`src/rtl/data_mem_ctl.sv`:
```
// data_mem_ctl: DEPTH x DATA_W two's-complement data memory behind a
// valid/ready request port. Reads answer one cycle after acceptance; a
// hardware sweep zeroes the array one word per cycle after reset and on
// clr_req. Out-of-range accesses never alias: reads report rsp_err, writes
// are dropped and flagged on wr_err.
module data_mem_ctl #(
  parameter int unsigned DATA_W = 8,
  parameter int unsigned ADDR_W = 8,
  parameter int unsigned DEPTH  = 256   // legal range 2 .. 2**ADDR_W
) (
  input  logic              clk,
  input  logic              rst,
  input  logic              req_valid,
  output logic              req_ready,
  input  logic              req_we,
  input  logic [ADDR_W-1:0] req_addr,
  input  logic [DATA_W-1:0] req_wdata,
  output logic              rsp_valid,
  output logic [DATA_W-1:0] rsp_data,
  output logic              rsp_err,
  output logic              wr_err,
  input  logic              clr_req,
  output logic              busy
);

  // One extra bit so DEPTH == 2**ADDR_W is representable in the range check.
  localparam int unsigned CMP_W = ADDR_W + 1;
  localparam logic [CMP_W-1:0]  DEPTH_C = CMP_W'(DEPTH);
  localparam logic [ADDR_W-1:0] LAST_C  = ADDR_W'(DEPTH - 1);

  localparam logic [0:0] ST_CLEAR = 1'b0;
  localparam logic [0:0] ST_RUN   = 1'b1;

  logic [0:0] state;
  logic [0:0] state_nxt;
  logic [ADDR_W-1:0] cnt;
  logic [ADDR_W-1:0] cnt_nxt;

  logic signed [DATA_W-1:0] ram [DEPTH];

  logic              ram_we;
  logic [ADDR_W-1:0] ram_waddr;
  logic [DATA_W-1:0] ram_wdata;

  logic              rsp_valid_nxt;
  logic [DATA_W-1:0] rsp_data_nxt;
  logic              rsp_err_nxt;
  logic              wr_err_nxt;

  logic addr_ok_c;
  logic accept_c;

  // Unsigned range check and handshake qualification.
  assign addr_ok_c = ({1'b0, req_addr} < DEPTH_C);
  assign accept_c  = req_valid & (state == ST_RUN);

  // Handshake status decodes directly from the state register.
  assign busy      = (state == ST_CLEAR);
  assign req_ready = (state == ST_RUN);

  // Next-state, sweep counter, RAM write port and response next values.
  always_comb begin
    state_nxt     = state;
    cnt_nxt       = cnt;
    ram_we        = 1'b0;
    ram_waddr     = cnt;
    ram_wdata     = '0;
    rsp_valid_nxt = 1'b0;
    rsp_data_nxt  = rsp_data;
    rsp_err_nxt   = 1'b0;
    wr_err_nxt    = 1'b0;

    case (state)
      ST_CLEAR: begin
        ram_we    = 1'b1;
        ram_waddr = cnt;
        ram_wdata = '0;
        if (cnt == LAST_C) begin
          state_nxt = ST_RUN;
          cnt_nxt   = '0;
        end else begin
          cnt_nxt = cnt + ADDR_W'(1);
        end
      end

      ST_RUN: begin
        if (accept_c) begin
          if (req_we) begin
            if (addr_ok_c) begin
              ram_we    = 1'b1;
              ram_waddr = req_addr;
              ram_wdata = req_wdata;
            end else begin
              wr_err_nxt = 1'b1;
            end
          end else begin
            rsp_valid_nxt = 1'b1;
            rsp_err_nxt   = ~addr_ok_c;
            rsp_data_nxt  = addr_ok_c ? ram[req_addr] : '0;
          end
        end
        // A request accepted alongside clr_req still completes above.
        if (clr_req) begin
          state_nxt = ST_CLEAR;
          cnt_nxt   = '0;
        end
      end

      default: begin
        state_nxt = ST_CLEAR;
        cnt_nxt   = '0;
      end
    endcase
  end

  // State and sweep counter; reset restarts the sweep from word 0.
  always_ff @(posedge clk or negedge rst) begin
    if (!rst) begin
      state <= ST_CLEAR;
      cnt   <= '0;
    end else begin
      state <= state_nxt;
      cnt   <= cnt_nxt;
    end
  end

  // Response and error outputs; reset drops any pending response.
  always_ff @(posedge clk or negedge rst) begin
    if (!rst) begin
      rsp_valid <= 1'b0;
      rsp_data  <= '0;
      rsp_err   <= 1'b0;
      wr_err    <= 1'b0;
    end else begin
      rsp_valid <= rsp_valid_nxt;
      rsp_data  <= rsp_data_nxt;
      rsp_err   <= rsp_err_nxt;
      wr_err    <= wr_err_nxt;
    end
  end

  // Single write port shared by the sweep and accepted writes; no reset.
  always_ff @(posedge clk) begin
    if (ram_we) begin
      ram[ram_waddr] <= ram_wdata;
    end
  end

endmodule
```
`config.mk`:
```
export PLATFORM = sky130hd
export DESIGN_NAME = data_mem_ctl
export DESIGN_NICKNAME = d
export VERILOG_FILES = /design/src/rtl/data_mem_ctl.sv
export SDC_FILE = /design/constraint.sdc
export NUM_CORES = 2
export LEC_CHECK = 0
export ABC_CLOCK_PERIOD_IN_PS = 5500
export CAP_MARGIN = 20
export CORE_MARGIN = 5
export CORE_UTILIZATION = 50
export DETAILED_ROUTE_END_ITERATION = 10
export PLACE_DENSITY = 0.78
export RECOVER_POWER = 50
export REMOVE_ABC_BUFFERS = 1
export SETUP_SLACK_MARGIN = 0.05
export SLEW_MARGIN = 0
export SYNTH_ARGS = -nofsm -noshare
export SYNTH_HDL_FRONTEND = slang
export SYNTH_SLANG_ARGS = --single-unit
```
`constraint.sdc`:
```
create_clock -name clk -period 5.5 [get_ports clk]
set_clock_uncertainty 0.2 [all_clocks]
set_input_delay 1.1 -clock clk [delete_from_list [all_inputs] [get_ports clk]]
set_output_delay 1.1 -clock clk [all_outputs]
set_load 0.05 [all_outputs]
```
==> run_results.csv <==
group,metric,value,unit
status,outcome,"finished, violations left",
status,violations,"capacitance limit, slew limit",
placement,dp_cells,6489,
floorplan,initial_core_util,50.3,%
pwr,power.share.combinational,9.4,%
cts,clkSinkCount,2066,
timing,hold_viol,0,
routing,viasPerCell,6.51,
final_layout,nNetsFinal,4548,
critical_path,r2r-start,"req_ready$_DFF_PN0_",
timing,slew_headroom,-37.2,%
pwr,swShare,24.1,%
critical_path,cp.required,5.81,ns
critical_path,critical_path_class,"in -> reg",
final_layout,area_growth,13.6,%
floorplan,core,161000,µm²
critical_path,cp.arrival,4.98,ns
routing,routed_wl,213000,µm
routing,drcViolationCount,0,
timing,final.period_utilization,84.9,%
timing,finalSetupViolCount,0,
timing,clock.fmax,214,MHz
timing,period_needed,4.67,ns
critical_path,crit_start,"req_valid",
placement,gp_congestion,0.950,
cts,cts_htree_levels,4,
critical_path,start_kind,"input port",
yosys,synth_area,80900,µm²
routing,ant_nets,0,
pwr,p_switching,8.14,mW
cts,clock_path_buffers,3,
yosys,synth_edf_count,2048,
floorplan,die_w,412,µm
critical_path,cp_slowest_cell,"and2_0",
yosys,ys_warn_count,0,
routing,vias,44655,
pwr,power_density,368,nW/µm²
critical_path,max_stage_delay,1.61,ns
global_route,track_usage,24.9,%
yosys,ys_types,63,
global_route,grt_overflow,0,
yosys,ys_seq_area_share,76.5,%
yosys,synthCells,4132,
timing,slew_viol_final,140,
routing,drt_iter0_drc,7024,
final_layout,drive_gt1_share,21.9,%
cts,cts_buffers,194,
pwr,p_seq_share,52.5,%
global_route,grt_pass1_wl,307000,µm
run,drv_cap,5,
timing,tightest_slew,2.06,ns
floorplan,ios,34,
critical_path,crit_path_end,"ram[185][3]$_DFFE_PP_",
critical_path,reg2reg_depth,3,
floorplan,die_h,412,µm
final_layout,fin_cells,6855,
yosys,synthFlopType,"edfxtp_1",
yosys,postSynth.asyncResetShare,0.871,%
pwr,vdd_drop_max,0.000318,V
pwr,internal_power,25.7,mW
critical_path,worst_setup_path_end_kind,"flip-flop",
global_route,grt_pass1_vias,44060,
critical_path,regToRegSetupSlack,1.15,ns
final_layout,final_util,57.2,%
floorplan,dieArea,170000,µm²
cts,clk_latency,0.82,ns
yosys,syn_avg_cell_area,19.6,µm²
cts,cts_resized,0,
pwr,p_leak,30.3,nW
cts,tritoncts,"built",
pwr,p_clk_share,38.1,%
global_route,grt_max_degree,131,
routing,firstDrtPassIters,7,
global_route,antenna_found_initial,8,
critical_path,rr_endpoint,"ram[185][3]$_DFFE_PP_",
yosys,ys_ff_latch,2066,
placement,hpwl,133000,µm
cts,hold_buffers,0,
placement,port_buffers,31,
cts,cts_root_buf,"clkbuf_16",
hold_path,hold_class,"in -> async",
routing,avgRoutedWirePerCell,31.0,µm
floorplan,placementRows,147,
timing,rsz0062_at_grt,"no",
cts,cts_setup_buffers,0,
critical_path,path_max_fanout,32,
cts,path_clk_slew,0.06,ns
critical_path,cp_cell_sequence,"dlygate4sd3_1 -> and3_1 -> and2_0 -> clkbuf_2",
## placed cells by master (no fill, tap or decap), types with 55 or more instances in the layout
cell | Yosys | layout
clkbuf_1 | 103 | 80
clkbuf_16 | 0 | 196
mux4_2 | 335 | 335
nor2_1 | 295 | 293
mux2i_1 | 367 | 367
clkinv_1 | 0 | 55
o22ai_1 | 110 | 110
nand2_1 | 187 | 186
a21oi_1 | 81 | 81
o221ai_1 | 73 | 73
buf_4 | 30 | 351
edfxtp_1 | 2048 | 2048
## worst max-delay path, delay by kind of cell
family	cells	cell delay [ns]
AND/OR/NAND/NOR	2	2.51
buffers and inverters	2	1.34
## power groups by stage
stage               Sequential, mW  Clock, mW  Combinational (mW)
finish                        17.7       12.9                3.18
global route                  17.7       13.7                3.25
CTS                           17.7       13.0                3.11
detailed placement            18.1          0                3.09
global placement              18.0          0                3.03
floorplan                     18.1          0                1.33
## Yosys cell counts (all sizes together), types with 3 or more instances
| library cell | count | area [µm²] |
|---|---|---|
| nor4 | 13 | 81.3 |
| nor2b | 5 | 31.3 |
| edfxtp | 2048 | 61500 |
| a22oi | 5 | 37.5 |
| o2111ai | 7 | 61.3 |
| buf | 151 | 1220 |
| nor2 | 295 | 1110 |
| nand2b | 7 | 43.8 |
| nor3 | 15 | 75.1 |
| a221oi | 41 | 359 |
| nand4 | 6 | 37.5 |
| mux2i | 367 | 3670 |
| nand3 | 39 | 195 |
| or2 | 3 | 18.8 |
| a211oi | 13 | 97.6 |
| clkbuf | 103 | 387 |
| o211ai | 5 | 37.5 |
| and2 | 9 | 56.3 |
| dfrtp | 18 | 450 |
| o21a | 6 | 45.0 |
| and3 | 4 | 25.0 |
| o41ai | 3 | 26.3 |
| mux4 | 335 | 7540 |
| mux2 | 20 | 225 |
| nand2 | 187 | 702 |
| nor3b | 3 | 32.5 |
| inv | 5 | 18.8 |
| o221ai | 73 | 639 |
| a21oi | 81 | 405 |
| o21ai | 56 | 280 |
| or3b | 3 | 26.3 |
| o31ai | 9 | 72.6 |
| a2111oi | 42 | 387 |
| o22ai | 110 | 688 |
| nand3b | 10 | 75.1 |
| or3 | 10 | 62.6 |
## metrics by stage
step / worst slack [ns] / setup TNS [ns] / instance area, µm² / total power, mW / hold WS, ns
global route: 0.722 / 0 / 91900 / 34.7 / 0.346
finish: 0.830 / 0 / 92000 / 33.8 / 0.376
floorplan: -0.506 / -1036.00 / 79300 / 19.4 / 0.338
global placement: 0.814 / 0 / 86000 / 21.1 / 0.393
detailed placement: 0.749 / 0 / 86000 / 21.1 / 0.399
CTS: 1.50 / 0 / 92100 / 33.8 / 0.410
## how the worst min path moves through the flow
| stage | start | endpoint | slack (ns) | depth (start not counted) |
|---|---|---|---|---|
| after floorplan | cnt[3]$_DFFE_PN0P_ | cnt[3]$_DFFE_PN0P_ | 0.34 | 2 |
| after global placement | cnt[3]$_DFFE_PN0P_ | cnt[3]$_DFFE_PN0P_ | 0.39 | 2 |
| after detailed placement | rsp_data[6]$_DFFE_PN0P_ | rsp_data[6]$_DFFE_PN0P_ | 0.40 | 2 |
| after CTS | cnt[0]$_DFFE_PN0P_ | cnt[0]$_DFFE_PN0P_ | 0.41 | 1 |
| after global routing | rst | req_ready$_DFF_PN0_ | 0.35 | 1 |
| final | rst | rsp_valid$_DFF_PN0_ | 0.38 | 1 |
## registers in the layout (all words and copies together) (netlist names)
signal	count
rsp_valid	1
rsp_data	8
cnt	8
req_ready	1
ram	2048
## metal layers
metal	vias to the layer above	wire length, µm	global-route usage (%)
li1	17771	-	-
met1	22805	76200	34.2
met2	3536	98100	37.9
met3	535	27600	6.55
met4	8	10900	11.0
met5	-	56	0
## layout make-up
| type | instances | area (µm²) |
|---|---|---|
| Antenna cell | 5 | 12.5 |
| Clock buffer | 244 | 5110 |
| Sequential cell | 2066 | 61900 |
| Tap cell | 2160 | 2700 |
| Multi-Input combinational cell | 1808 | 17400 |
| Inverter | 5 | 21.3 |
| Fill cell | 11364 | 68800 |
| Timing Repair Buffer | 451 | 3750 |
| Clock inverter | 116 | 1000 |
## cells by family (layout without fill, tap and decap cells)
kind of cell	count (synthesis)	in the layout	share of synthesized area (%)
buffers and inverters	259	816	2.01
multiplexers	722	722	14.1
other	1	7	0.00463
AO/OA/AOI/OAI	469	469	4.07
flip-flops	2066	2066	76.5
adder cells (fa/ha/maj)	1	1	0.0155
XOR/XNOR	3	3	0.0325
AND/OR/NAND/NOR	611	611	3.20
Note: power is estimated with default switching activity, not from simulation.
